===== config.mk =====
export PLATFORM = sky130hd
export DESIGN_NAME = mem_seq_arbiter
export DESIGN_NICKNAME = d
export VERILOG_FILES = /design/src/rtl/mem_seq_arbiter.sv
export SDC_FILE = /design/constraint.sdc
export NUM_CORES = 2
export LEC_CHECK = 0
export CORE_AREA = 2 2 463 465
export DETAILED_ROUTE_END_ITERATION = 6
export DIE_AREA = 0 0 465 467
export HOLD_SLACK_MARGIN = 0.02
export PLACE_DENSITY = 0.41
export SLEW_MARGIN = 20
export SYNTH_ARGS = -nofsm -noshare
export SYNTH_HDL_FRONTEND = slang
export SYNTH_SLANG_ARGS = --single-unit

===== constraint.sdc =====
create_clock -name clk -period 3 [get_ports clk]
set_input_delay 0.6 -clock clk [delete_from_list [all_inputs] [get_ports clk]]
set_output_delay 0.6 -clock clk [all_outputs]
set_load 0.03 [all_outputs]

===== src/rtl/mem_seq_arbiter.sv =====
// Sequencer arbitrating a CPU vector/scalar port and a DMA word port onto one sync RAM.
// Define ARB_RR_EN for round-robin tie-break; otherwise the CPU always wins ties.
module mem_seq_arbiter #(
  parameter int ADDR_W = 13,
  parameter int LANES  = 16
) (
  input  logic                   clk,
  input  logic                   rst,
  input  logic                   cpu_req,
  input  logic                   cpu_we,
  input  logic                   cpu_vs,
  input  logic [ADDR_W-1:0]      cpu_addr,
  input  logic [LANES-1:0][31:0] cpu_wdata,
  output logic [LANES-1:0][31:0] cpu_rdata,
  output logic                   cpu_done,
  output logic                   cpu_stall,
  input  logic                   dma_req,
  input  logic                   dma_we,
  input  logic [ADDR_W-1:0]      dma_addr,
  input  logic [31:0]            dma_wdata,
  output logic [31:0]            dma_rdata,
  output logic                   dma_done,
  output logic [ADDR_W-1:0]      mem_addr,
  output logic                   mem_we,
  output logic [31:0]            mem_wdata,
  input  logic [31:0]            mem_rdata
);

  localparam int CW = (LANES > 1) ? $clog2(LANES) : 1;

  typedef enum logic [2:0] {
    IDLE,
    CPU_XFER,
    DMA_XFER,
    DRAIN,
    DONE
  } state_e;

  state_e                 state_q, state_d;
  logic [CW-1:0]          cnt_q, cnt_d;
  logic                   dma_q, dma_d;
  logic                   we_q, we_d;
  logic                   vs_q, vs_d;
  logic [ADDR_W-1:0]      addr_q, addr_d;
  logic [LANES-1:0][31:0] wdata_q, wdata_d;
  logic                   cap_v_q, cap_v_d;
  logic [CW-1:0]          cap_lane_q, cap_lane_d;
  logic [LANES-1:0][31:0] crd_q, crd_d;
  logic [31:0]            drd_q, drd_d;

  logic          grant_cpu;
  logic          beat;
  logic          last_beat;
  logic [CW-1:0] lane;

`ifdef ARB_RR_EN
  // last_q = 1 means the DMA was granted most recently
  logic last_q, last_d;
  assign grant_cpu = cpu_req & (~dma_req | last_q);
`else
  assign grant_cpu = cpu_req;
`endif

  assign beat = (state_q == CPU_XFER) ||
                (state_q == DMA_XFER);
  assign lane = CW'(LANES - 1) - cnt_q;
  assign last_beat = ~vs_q |
                     (cnt_q == CW'(LANES - 1));

  assign mem_we    = beat & we_q;
  assign mem_addr  = beat ?
                     (addr_q + ADDR_W'(cnt_q)) : '0;
  assign mem_wdata = (beat & we_q) ?
                     wdata_q[lane] : '0;

  assign cpu_done  = (state_q == DONE) & ~dma_q;
  assign dma_done  = (state_q == DONE) & dma_q;
  assign cpu_stall = cpu_req & ~cpu_done;
  assign cpu_rdata = crd_q;
  assign dma_rdata = drd_q;

  always_comb begin
    state_d = state_q;
    cnt_d   = cnt_q;
    dma_d   = dma_q;
    we_d    = we_q;
    vs_d    = vs_q;
    addr_d  = addr_q;
    wdata_d = wdata_q;
`ifdef ARB_RR_EN
    last_d  = last_q;
`endif
    case (state_q)
      IDLE: begin
        cnt_d = '0;
        if (grant_cpu) begin
          state_d = CPU_XFER;
          dma_d   = 1'b0;
          we_d    = cpu_we;
          vs_d    = cpu_vs;
          addr_d  = cpu_addr;
          wdata_d = cpu_wdata;
`ifdef ARB_RR_EN
          last_d  = 1'b0;
`endif
        end else if (dma_req) begin
          state_d = DMA_XFER;
          dma_d   = 1'b1;
          we_d    = dma_we;
          vs_d    = 1'b0;
          addr_d  = dma_addr;
          wdata_d = '0;
          wdata_d[LANES-1] = dma_wdata;
`ifdef ARB_RR_EN
          last_d  = 1'b1;
`endif
        end
      end
      CPU_XFER, DMA_XFER: begin
        if (last_beat) begin
          cnt_d   = '0;
          state_d = we_q ? DONE : DRAIN;
        end else begin
          cnt_d = cnt_q + CW'(1);
        end
      end
      DRAIN:   state_d = DONE;
      DONE:    state_d = IDLE;
      default: state_d = IDLE;
    endcase
  end

  // Load data for a beat lands one cycle later; capture it then
  always_comb begin
    cap_v_d    = beat & ~we_q;
    cap_lane_d = lane;
    crd_d      = crd_q;
    drd_d      = drd_q;
    if (cap_v_q) begin
      if (dma_q) begin
        drd_d = mem_rdata;
      end else if (vs_q) begin
        crd_d[cap_lane_q] = mem_rdata;
      end else begin
        crd_d = '0;
        crd_d[LANES-1] = mem_rdata;
      end
    end
  end

  always_ff @(posedge clk) begin
    if (rst) begin
      state_q    <= IDLE;
      cnt_q      <= '0;
      dma_q      <= 1'b0;
      we_q       <= 1'b0;
      vs_q       <= 1'b0;
      addr_q     <= '0;
      wdata_q    <= '0;
      cap_v_q    <= 1'b0;
      cap_lane_q <= '0;
      crd_q      <= '0;
      drd_q      <= '0;
    end else begin
      state_q    <= state_d;
      cnt_q      <= cnt_d;
      dma_q      <= dma_d;
      we_q       <= we_d;
      vs_q       <= vs_d;
      addr_q     <= addr_d;
      wdata_q    <= wdata_d;
      cap_v_q    <= cap_v_d;
      cap_lane_q <= cap_lane_d;
      crd_q      <= crd_d;
      drd_q      <= drd_d;
    end
  end

`ifdef ARB_RR_EN
  always_ff @(posedge clk) begin
    if (rst) begin
      last_q <= 1'b1;
    end else begin
      last_q <= last_d;
    end
  end
`endif

endmodule


==> flow_metrics.env <==
export IMPL_cts_hold_buffers=0
export IMPL_synth_area_top_cells="dfxtp_1, a22oi_1, nor2_1, mux4_2, clkbuf_1"
export IMPL_max_cap_viol_count=0
export IMPL_worstSetupEndpointType="output port"
export IMPL_hold_path_class="primary input to register"
export IMPL_clkSlewWorstSetupHoldPaths_ns=0.06
export IMPL_run_status="finished, violations left"
export IMPL_achievable_frequency_ghz=0.297
export IMPL_initial_core_util_pct=19.6
export IMPL_layout_drive_gt1_share_pct=17.1
export IMPL_power_frac_comb_pct=26.4
export IMPL_drt_pre_antenna_iters=6
export IMPL_clock_tree_from_tritoncts="done"
export IMPL_rsz0062_at_grt="yes"
export IMPL_synth_top_cell_by_area="dfxtp_1"
export IMPL_cts_h_tree_depth=4
export IMPL_power_ir_vdd_worst_mv=0.545
export IMPL_grt_first_pass_wirelength_um=321000
export IMPL_drtAntennaViolNets=0
export IMPL_routed_wirelength_um=239000
export IMPL_post_route_worst_setup_slack_ns=-0.363
export IMPL_tritoncts_num_sinks=1084
export IMPL_die_height_um=467
export IMPL_yosysWarningCount=0
export IMPL_finalCritPeriodShare_pct=112
export IMPL_p_leak_nw=22.4
export IMPL_num_vias=39500
export IMPL_detailedPlacementHpwl_um=170000
export IMPL_finalWeightedCongestion=0.893
export IMPL_timing_setup_tns_ns=-12.39
export IMPL_drcViolationCount=0
export IMPL_post_synth_top_count_cell="dfxtp_1"
export IMPL_synth_sequential_area_ratio_pct=52.2
export IMPL_ys_flop_type="dfxtp_1"
export IMPL_worstSetupStartpointType="register"
export IMPL_syn_nets=4835
export IMPL_timing_hold_violations_final=0
export IMPL_p_per_area_nw_per_um2=728
export IMPL_fin_worst_skew_ns=0.0301
export IMPL_worst_slew_pin_slew_ns=1.11
export IMPL_power_share_switching_pct=34.5
export IMPL_synthesis_area_per_instance_um2=9.85
export IMPL_cts_inserted_buffers=134
export IMPL_clock_path_buffers=3
export IMPL_synth_top_area_share_pct=52.2
export IMPL_core_area_um2=212000
export IMPL_clock_insertion_delay_at_the_later_pin_of_the_skew_report_ns=0.78
export IMPL_finalSetupViolCount=43
export IMPL_pre_cts_setup_slack_ns=0.0441
export IMPL_violations_in_the_final_reports="setup timing"
export IMPL_synthToLayoutAreaGrowth_pct=54.5
export IMPL_nets=5973
export IMPL_io_buffer_count=1201
export IMPL_avg_vias_per_cell=4.75
export IMPL_grt_usage_pct=20.9
export IMPL_slew_violations=0
export IMPL_design_die_area_um2=217000
export IMPL_boundary_pin_count=1202
export IMPL_number_of_global_route_vias_before_repair=37700
export IMPL_die_width_um=465
export IMPL_seq_power_share_pct=38.2
export IMPL_cp_arrival_ns=2.76
export IMPL_critical_path_max_fanout=6
export IMPL_switchingPower_mw=16.1
export IMPL_grt_start_max_net_pins=124
export IMPL_number_of_synthesized_flops_with_an_enable_pin=0
export IMPL_synthesis_instances=4220
export IMPL_synthesis_area_um2=41600
export IMPL_routedWlPerCell_um=28.8
export IMPL_postSynth_asyncResetShare_pct=0
export IMPL_cell_internal_pwr_mw=30.6
export IMPL_number_of_rows_created_at_floorplan=169
export IMPL_post_synth_most_frequent_cells="dfxtp_1, nor2_1, a22oi_1"
export IMPL_placement_cell_area_um2=57600
export IMPL_p_clk_share_pct=35.4
export IMPL_required_ns=2.40
export IMPL_gr_ovfl_total=0
export IMPL_detail_route_iter0_violations=4070
export IMPL_class_of_the_most_critical_setup_path="register to output port"
export IMPL_slew_headroom_pct=26.0
export IMPL_post_route_min_period_ns=3.36
export IMPL_antenna_violations_before_repair=71
export IMPL_cts_root_buf="clkbuf_16"
export IMPL_yosys_register_bits=1084
export IMPL_design_area_um2=64200
export IMPL_ys_types=55
[cell families after synthesis]
logic type	after synthesis	share of synthesized area, %
adders and majority gates	6	0.199
buffers and inverters	482	5.01
and+or+nand+nor	1284	12.4
DFF	1084	52.2
AOI/OAI and AO/OA	1184	22.0
xor gates and xnor gates	3	0.0632
muxes	177	8.12
[worst paths after layout]
kind / start / end / slack (ns) / cells after the start
worst min register to register: dma_rdata[29]$_SDFFE_PP0P_ / dma_rdata[29]$_SDFFE_PP0P_ / 0.45 / 2
worst min-delay path: cpu_req / we_q$_SDFFE_PP0P_ / 0.32 / 3
worst max register to register: vs_q$_SDFFE_PP0P_ / cpu_rdata[168]$_SDFFE_PP0P_ / 0.70 / 6
worst max-delay path: cnt_q[1]$_SDFFE_PP0P_ / mem_wdata[29] / -0.36 / 8
[critical path, stage by stage, from the launching register on]
cell and delay (ns):
dfxtp_4 0.37, buf_12 0.15, buf_8 0.14, buf_12 0.13, mux4_2 0.61, a22oi_2 0.20, buf_6 0.16, nand2_4 0.06
buf_12 0.14
[timing repair]
item / 4_1_cts / 5_1_grt
pin swaps: 53 / 39
gates cloned: 10 / 7
resized for setup: 199 / 79
setup buffers: 46 / 29
endpoints found under the setup margin: 47 / 46
[per-layer routing]
metal,vias up,GRT usage (%),share of wire [%]
met4,30,6.17,2.6
met1,19900,28.8,46
met2,1737,32.0,44
li1,17600,-,-
met3,323,5.29,7.4
met5,-,0,0.077
[cells in the final DEF (no fill, tap or decap), types with 4 or more instances in the layout]
master	netlist	layout
inv_6	0	5
nand3_1	4	4
o21bai_4	0	8
o21bai_2	0	7
nor2_1	1020	1019
dfxtp_1	1084	1076
nand2_1	170	138
buf_12	0	85
and2_2	0	10
a21oi_2	0	5
nor2b_1	4	4
mux4_2	128	128
clkbuf_16	0	143
nand2_4	0	20
a211oi_1	48	48
buf_4	8	161
a22oi_1	934	873
bufinv_16	0	4
buf_16	0	9
clkbuf_1	326	24
buf_6	11	56
nand2_2	0	11
nor4b_4	0	6
diode_2	0	29
dfxtp_2	0	5
clkdlybuf4s50_1	0	1150
or3_1	8	5
nor4bb_4	0	6
a21oi_1	78	71
a22oi_2	90	151
mux2i_1	48	47
clkbuf_8	0	34
clkinv_2	0	24
buf_8	0	7
and2_1	35	25
[registers in the layout, indices dropped and copies added, names as in the netlist]
name	flops
cpu_rdata	512
cap_lane_q	4
cap_v_q	1
dma_rdata	32
cnt_q	4
wdata_q	512
vs_q	1
addr_q	13
state_q	3
dma_q	1
we_q	1
[power groups by stage]
| stage | Sequential, mW | Combinational, mW | Clock, mW |
|---|---|---|---|
| after floorplan | 17.5 | 7.07 | 0 |
| after global placement | 18.1 | 11.9 | 0 |
| after detailed placement | 18.0 | 11.9 | 0 |
| after CTS | 17.8 | 12.3 | 16.9 |
| after global routing | 18.0 | 13.2 | 17.5 |
| final | 17.8 | 12.4 | 16.5 |
[through the flow]
| stage | power, mW | utilization, % | hold WS, ns | instances |
|---|---|---|---|---|
| after global placement | 29.9 | 27.2 | 0.441 | 7959 |
| after floorplan | 24.6 | - | 0.460 | 4220 |
| final | 46.7 | 30.3 | 0.317 | 8312 |
| after CTS | 47.0 | 30.1 | 0.244 | 8255 |
| after detailed placement | 29.9 | 27.2 | 0.448 | 7959 |
| after global routing | 48.7 | 30.3 | 0.272 | 8306 |
[area by class of cell]
cell class	instances	area [um^2]
Antenna cell	29	72.6
Clock buffer	194	3960
Clock inverter	46	495
Fill cell	22000	147000
Inverter	3	11.3
Multi-Input combinational cell	2655	18800
Sequential cell	1084	21700
Tap cell	2821	3530
Timing Repair Buffer	1480	15700
Power figures use the tool's default switching activity.
